--- src/rtl/instr_encoder_loader.sv ---
// Instruction loader: packs symbolic requests into 9-bit {opcode, field} words
// and writes them to instruction memory from address 0 until a halt is written.
//
// state | meaning
// IDLE  | after reset, waiting for start
// LOAD  | session active, accepting requests
// DONE  | halt written, waiting for start
// ERR   | session aborted (illegal op/sub-op or overflow), waiting for start
module instr_encoder_loader #(
   parameter int ADDR_W = 8,
   parameter int DEPTH  = 256
) (
   input  logic              clock,
   input  logic              reset,
   input  logic              start,
   input  logic              req_valid,
   output logic              req_ready,
   input  logic [3:0]        req_op,
   input  logic [1:0]        req_rd,
   input  logic [2:0]        req_sub,
   input  logic [4:0]        req_imm,
   output logic              imem_we,
   output logic [ADDR_W-1:0] imem_addr,
   output logic [8:0]        imem_wdata,
   output logic              busy,
   output logic              done,
   output logic              err,
   output logic [1:0]        err_code,
   output logic [ADDR_W:0]   word_count
);

   typedef enum logic [1:0] {
      S_IDLE,
      S_LOAD,
      S_DONE,
      S_ERR
   } state_t;

   localparam logic [ADDR_W:0] DEPTH_LIM = (ADDR_W+1)'(DEPTH);

   state_t     state;
   logic [4:0] field;
   logic       op_bad;
   logic       sub_bad;
   logic       is_halt;
   logic       accept;

   assign accept = req_valid && req_ready;

   // Field packing and legality of the presented request.
   always_comb begin
      field   = 5'b0;
      op_bad  = 1'b0;
      sub_bad = 1'b0;
      is_halt = 1'b0;
      case (req_op)
         4'b0000, 4'b0001, 4'b0010, 4'b0011,
         4'b0100, 4'b0101, 4'b1001: field = {req_rd, 3'b000};
         4'b0110:                   field = {2'b00, req_sub};
         4'b0111: begin
            field   = {req_rd, req_sub};
            sub_bad = (req_sub > 3'b100);
            is_halt = (req_sub == 3'b010);
         end
         4'b1010, 4'b1011, 4'b1100,
         4'b1101, 4'b1110:          field = req_imm;
         default:                   op_bad = 1'b1;
      endcase
   end

   // Session FSM with registered handshake, write port and status.
   always_ff @(posedge clock or posedge reset) begin
      if (reset) begin
         state      <= S_IDLE;
         req_ready  <= 1'b0;
         imem_we    <= 1'b0;
         imem_addr  <= '0;
         imem_wdata <= '0;
         busy       <= 1'b0;
         done       <= 1'b0;
         err        <= 1'b0;
         err_code   <= 2'b00;
         word_count <= '0;
      end else begin
         imem_we <= 1'b0;
         case (state)
            S_LOAD: begin
               if (accept) begin
                  if (word_count == DEPTH_LIM) begin
                     state     <= S_ERR;
                     req_ready <= 1'b0;
                     busy      <= 1'b0;
                     err       <= 1'b1;
                     err_code  <= 2'b11;
                  end else if (op_bad || sub_bad) begin
                     // Address is presented so the failing slot is visible.
                     state     <= S_ERR;
                     req_ready <= 1'b0;
                     busy      <= 1'b0;
                     err       <= 1'b1;
                     err_code  <= op_bad ? 2'b01 : 2'b10;
                     imem_addr <= word_count[ADDR_W-1:0];
                  end else begin
                     imem_we    <= 1'b1;
                     imem_addr  <= word_count[ADDR_W-1:0];
                     imem_wdata <= {req_op, field};
                     word_count <= word_count + (ADDR_W+1)'(1);
                     if (is_halt) begin
                        state     <= S_DONE;
                        req_ready <= 1'b0;
                        busy      <= 1'b0;
                        done      <= 1'b1;
                     end
                  end
               end
            end
            default: begin
               if (start) begin
                  state      <= S_LOAD;
                  req_ready  <= 1'b1;
                  busy       <= 1'b1;
                  done       <= 1'b0;
                  err        <= 1'b0;
                  err_code   <= 2'b00;
                  word_count <= '0;
               end
            end
         endcase
      end
   end

endmodule

--- config.mk ---
export PLATFORM = sky130hd
export DESIGN_NAME = instr_encoder_loader
export DESIGN_NICKNAME = d
export VERILOG_FILES = /design/src/rtl/instr_encoder_loader.sv
export SDC_FILE = /design/constraint.sdc
export NUM_CORES = 1
export LEC_CHECK = 0
export CAP_MARGIN = 40
export CORE_AREA = 2 2 77 79
export DETAILED_ROUTE_END_ITERATION = 8
export DIE_AREA = 0 0 79 81
export GPL_TIMING_DRIVEN = 0
export HOLD_SLACK_MARGIN = 0.12
export PLACE_DENSITY = 0.63
export SYNTH_ARGS = -nofsm -noshare
export SYNTH_HDL_FRONTEND = slang
export SYNTH_SLANG_ARGS = --single-unit
--- constraint.sdc ---
create_clock -name clock -period 2.5 [get_ports clock]
set_input_delay 0.625 -clock clock [delete_from_list [all_inputs] [get_ports clock]]
set_output_delay 0.625 -clock clock [all_outputs]
set_load 0.1 [all_outputs]
==> summary.txt, run 1 <==
Final Wtd Congestion = 0.789
synthesized instance count = 155
crit-path leading delay family = simple AND/OR/NAND/NOR gates
die area = 0.00640 sq mm
Die Wd = 79 um
Vias/cell = 4.69
Sw Ratio = 51.9%
Pleak = 1.24 nW
height of the die = 81 um
DRT iter0 DRCs = 77
hold_buf cts = 0
crit-path max FO = 7
Post-Synth Simple-Gate Area = 19.2%
Req. time, crit path = 2720 ps
most frequent cells in the layout = 50 x clkdlybuf4s50_1, 35 x buf_8, 32 x dfrtp_1
nets@finish = 268
antenna-violating nets left = 0
Total GRT Usage = 15.2%
Filler cells = 530
CP startpoint kind = input port
vias in the first global route = 1573
post-synthesis register bit count = 34
final WL = 4.48 mm
Worst Hold Class = register to register
area grow syn2layout = 74.6%
mux cell area share after synthesis = 5.44%
status = finished, final reports clean
largest net degree at the start of global routing = 14
clock slew at reported path FFs = 70 ps
Psw = 2.02 mW
via total after detailed routing = 1519
largest family of logic cells by synthesized area = simple AND/OR/NAND/NOR gates
# setup viols final = 0
sequential share of the synthesized area = 52.1%
core area = 0.00568 sq mm
maximum clock path buffer count = 2
Ys Warns = 0
number of synthesized flops with an enable pin = 0
Synth Flop Type = dfrtp_1
Largest stage delay, worst path = 530 ps
Internal = 1.87 mW
HPWL after detailed placement = 3.34 mm
clk_lat worst skew = 290 ps
router iterations before antenna repair = 4
port buffer count = 50
CTS H-tree depth = 2
CTS tree = built
Final Cycle Share = 92.1%
Least-Margin Pin Slew = 711 ps
FP Rows = 28
Worst EP arrival = 2530 ps
starting density of the core = 28.8%
combinational share of power = 68.1%
max_cap viols = 0
Crit Path Category = input port to register
antenna cell count = 0
crit path buf inv count = 2
CP cell instances = clkdlybuf4s50_1, and3_4, buf_6, o21ai_4, nand3_2, or4_1, a21oi_1
fmax = 434 MHz
first-pass GRT wire length = 7.56 mm
Slew Viols, Final = 0
Synth Area in Compound Gates = 16.2%
Clk network pwr share = 10.2%
worst slack at placement = -414 ps
setup slack after layout = 197 ps
Total Power = 3.89 mW
Max VDD drop = 0.628 mV
final hold slack = 482 ps
clock skew = 7.15 ps
Post-Synth Adder-Cell Area = 1.53%
Fin. Hold Viols = 0
Clock Sinks = 34
total grt overflow = 0
Synth Area per Inst = 10.5 sq um
commonest non-fill, non-tap cell in the layout = clkdlybuf4s50_1
Netlist Area Pre-Place = 0.00163 sq mm
I/O Pins = 51
Net Count, Synth = 175
CTS buffer count = 5
share of cells above drive strength 1 = 26.5%
Slew HR = 51.9%
Clock Root Buffer = clkbuf_8
Crit-path slowest cell = or4_1
Final min period = 2300 ps
Critical Path Sink Type = register
ys async rst share = 100%
initial antenna violation count = 0
RSZ-0062 raised after global routing = false
DR DRC count = 0
Setup TNS = 0 ps
Avg WL per Cell = 13.8 um
Synth cell types = 44
Flop pwr share = 21.7%
area share of xor/xnor cells in the synthesized design = 1.07%
PwrDens = 1370 mW/mm^2
fin util = 50.2%
==> registers in the layout (all words and copies together), names as in the netlist <==
| signal | flops |
|---|---|
| imem_addr | 8 |
| word_count | 9 |
| err_code | 2 |
| imem_wdata | 9 |
| busy | 1 |
| imem_we | 1 |
| done | 1 |
| state | 2 |
| err | 1 |
==> cells by family after synthesis <==
| logic type | after synthesis |
|---|---|
| fa+ha+maj | 2 |
| mux | 8 |
| simple gates | 61 |
| xor+xnor | 2 |
| flops | 34 |
| buf+inv | 13 |
| compound gates | 35 |
==> Yosys cell counts, drive strengths merged (2+ instances only) <==
library cell	n	area share (%)
nand2	22	5.1
inv	7	1.6
and3	2	1.1
xnor2	2	1.1
buf	5	2.6
mux2	7	4.8
o211ai	2	1.2
nor4	2	0.77
dfrtp	34	52
or4	2	0.92
a221oi	5	2.7
nand4	2	0.77
o31ai	3	1.4
a21oi	9	3.0
nor2	16	3.7
o21ai	6	2.5
o21a	2	0.92
ha	2	1.5
nand3	7	2.8
nor4b	3	2.0
==> cell type report <==
type / instances / area, sq um / share of cell area [%]
repair buffers: 86 / 1030 / 36.3
flip-flops and latches: 34 / 853 / 29.9
multi-input cells: 108 / 717 / 25.2
well taps: 75 / 93.8 / 3.29
clock buffers: 8 / 80.1 / 2.81
plain buffers: 6 / 46.3 / 1.62
inverters: 7 / 26.3 / 0.922
==> worst register-to-register path, cell delays in order (launching register included) <==
cell     delay (ps)
dfrtp_1         460
nor4b_1         680
a21oi_4         120
nand3_2         180
inv_2            90
buf_4           180
nor2_1          100
nor2_1           50
==> timing repair <==
| action | CTS | global route |
|---|---|---|
| setup endpoints to repair | 10 | 5 |
| gates resized for setup | 1 | 0 |
| setup buffers | 0 | 1 |
==> layer usage <==
| metal | GRT usage (%) | vias up | part of all wire [%] |
|---|---|---|---|
| met5 | 0 | - | 0 |
| met4 | 4.66 | 0 | 1.3 |
| met3 | 3.78 | 6 | 4.7 |
| met2 | 25.6 | 34 | 48 |
| met1 | 19.5 | 730 | 46 |
| li1 | - | 749 | - |
==> final timing paths <==
kind,start,endpoint,slack [ps],cells after the start
worst min register to register,imem_wdata[8]$_DFFE_PP0P_,imem_wdata[8]$_DFFE_PP0P_,480,2
worst max register to register,word_count[5]$_DFFE_PP0P_,imem_wdata[1]$_DFFE_PP0P_,540,7
min in group asynchronous,reset,imem_addr[3]$_DFFE_PP0P_,660,2
max in group asynchronous,reset,word_count[1]$_DFFE_PP0P_,1210,4
worst min-delay path,imem_wdata[8]$_DFFE_PP0P_,imem_wdata[8]$_DFFE_PP0P_,480,2
worst max-delay path,req_op[2],word_count[7]$_DFFE_PP0P_,200,7
==> power groups by stage <==
stage / clock network, mW / logic [mW] / registers (mW)
3_5_place_dp: 0 / 2.64 / 0.858
5_1_grt: 0.427 / 2.77 / 0.874
3_3_place_gp: 0 / 2.07 / 0.851
4_1_cts: 0.402 / 2.66 / 0.849
6_report: 0.397 / 2.65 / 0.846
2_1_floorplan: 0 / 0.430 / 2.01
==> stage by stage <==
stage               cells  instance area, sq um
finish                324                  2850
global placement      280                  2230
CTS                   323                  2840
detailed placement    315                  2760
global route          324                  2850
floorplan             155                  1640
No activity file was read; power rests on OpenSTA's default activity.
==> inputs of run 2 (changes only) <==
Settings changed: ABC_CLOCK_PERIOD_IN_PS set to 2500, CORE_AREA 2 2 77 79 to 2 2 66 68, DIE_AREA 0 0 79 81 to 0 0 68 70, PLACE_DENSITY 0.63 to 0.79.
==> run 2 against run 1 <==
Combinational power about the same. Worst setup slack got worse by 11 ps. Clock power increased by 23%. Non-clock buffer count unchanged. Count of clock-buffer cells in the layout decreased by 1. Critical path depth unchanged. Utilization increased by 19 points. Clock skew decreased by 0.68 ps. Flip-flop and latch count unchanged. Sequential power about the same. Critical path type unchanged. Critical endpoint unchanged. Largest power group unchanged.
==> summary.txt, run 2 (synthesis results as in run 1) <==
Crit Path Category = input port to register
maximum clock path buffer count = 2
CP startpoint kind = input port
clk_lat worst skew = 280 ps
Final min period = 2310 ps
Worst Hold Class = register to register
total met2 wirelength after detailed routing = 2.13 mm
Vias/cell = 5.21
FP Rows = 24
crit-path max FO = 7
fmax = 432 MHz
Avg WL per Cell = 14.0 um
status = finished, final reports clean
Slew Viols, Final = 0
height of the die = 70 um
starting density of the core = 39.4%
commonest non-fill, non-tap cell in the layout = clkdlybuf4s50_1
DR DRC count = 0
Req. time, crit path = 2710 ps
CTS tree = built
Die Wd = 68 um
Crit-path slowest cell = or4_1
core area = 0.00414 sq mm
area grow syn2layout = 74.7%
Filler cells = 314
antenna cell count = 0
Max VDD drop = 0.963 mV
Fin. Hold Viols = 0
RSZ-0062 raised after global routing = false
setup slack after layout = 187 ps
vias in the first global route = 1544
Psw = 2.02 mW
clock skew = 6.47 ps
Internal = 1.98 mW
router iterations before antenna repair = 4
first-pass GRT wire length = 7.12 mm
Least-Margin Pin Slew = 711 ps
Critical Path Sink Type = register
Pleak = 1.26 nW
Largest regs = imem_wdata (9), word_count (9), imem_addr (8)
Final Cycle Share = 92.5%
Clk network pwr share = 12.2%
nets@finish = 268
HPWL after detailed placement = 3.13 mm
initial antenna violation count = 0
final WL = 4.23 mm
max_cap viols = 0
CP cell instances = clkdlybuf4s50_1, and3_4, buf_6, o21ai_4, nand3_2, or4_1, a21oi_1
share of cells above drive strength 1 = 26.9%
top sig layer = met4
worst slack at placement = -367 ps
largest net degree at the start of global routing = 20
clock slew at reported path FFs = 70 ps
Worst EP arrival = 2520 ps
via total after detailed routing = 1568
port buffer count = 50
PwrDens = 1400 mW/mm^2
Clock Root Buffer = clkbuf_8
total grt overflow = 0
Routed met3 length = 210 um
antenna-violating nets left = 0
met1 WL = 1.84 mm
Slew HR = 51.9%
Sw Ratio = 50.5%
Clock Sinks = 34
DRT iter0 DRCs = 76
Largest stage delay, worst path = 530 ps
footprint of the multi-input gates = 717 sq um
CTS H-tree depth = 2
Total GRT Usage = 19.7%
most frequent cells in the layout = 50 x clkdlybuf4s50_1, 33 x buf_8, 32 x dfrtp_1
die area = 0.00476 sq mm
final hold slack = 475 ps
combinational share of power = 66.6%
CTS buffer count = 5
# setup viols final = 0
Seq. cell area = 853 sq um
Final Wtd Congestion = 0.771
Flop pwr share = 21.1%
I/O Pins = 51
==> run 2: area by class of cell <==
type,count,area share [%]
buffer,6,1.62
clock buffer,7,2.68
clock inverter,1,1.05
inverter,7,0.921
multi-input combinational,108,25.1
sequential,34,29.9
tap,52,2.28
timing repair buffer,86,36.4
==> run 2: final timing paths <==
check                                           from                   endpoint  slack (ps)  depth (start not counted)
min in group asynchronous                      reset  imem_wdata[4]$_DFFE_PP0P_         740                          2
max in group asynchronous                      reset  word_count[2]$_DFFE_PP0P_        1230                          3
hold / removal             imem_wdata[5]$_DFFE_PP0P_  imem_wdata[5]$_DFFE_PP0P_         470                          2
setup / recovery                           req_op[2]  word_count[7]$_DFFE_PP0P_         190                          7
setup reg to reg           word_count[5]$_DFFE_PP0P_  imem_wdata[0]$_DFFE_PP0P_         520                          7
hold reg to reg            imem_wdata[5]$_DFFE_PP0P_  imem_wdata[5]$_DFFE_PP0P_         470                          2
==> run 2: per-layer routing <==
layer | vias to the layer above | track usage (%)
met5 | - | 0
met4 | 0 | 6.00
met3 | 7 | 4.99
met2 | 56 | 32.0
met1 | 759 | 25.4
li1 | 746 | -
==> run 2: per-stage QoR <==
step	setup TNS [ps]	cell area, sq um	total power [mW]	util (%)	instances
after detailed placement	-3620	2720	3.50	65.7	291
after floorplan	0	1640	2.44	-	155
final	0	2850	4.00	68.8	301
after global placement	-3560	2200	2.91	53.1	257
after global routing	0	2850	4.17	68.8	301
after CTS	0	2840	4.01	68.5	299
==> run 2: worst max-delay path, delay by kind of cell <==
kind | cells | cell delay (ps)
AOI/OAI and AO/OA | 2 | 350
buffers and inverters | 2 | 630
and+or+nand+nor | 3 | 920
==> run 2: timing repair <==
| item | in CTS | in global routing |
|---|---|---|
| buffers inserted | 0 | 2 |
| pin swaps | 0 | 0 |
| setup endpoints to repair | 2 | 1 |
| resized for setup | 1 | 0 |
| hold buffers | 0 | 0 |
==> run 2: power by group through the flow <==
| stage | clock (mW) | sequential (mW) | combinational [mW] |
|---|---|---|---|
| final | 0.490 | 0.845 | 2.67 |
| after global routing | 0.515 | 0.868 | 2.78 |
| after CTS | 0.498 | 0.846 | 2.67 |
| after detailed placement | 0 | 0.854 | 2.65 |
| after global placement | 0 | 0.848 | 2.06 |
| after floorplan | 0 | 2.01 | 0.430 |
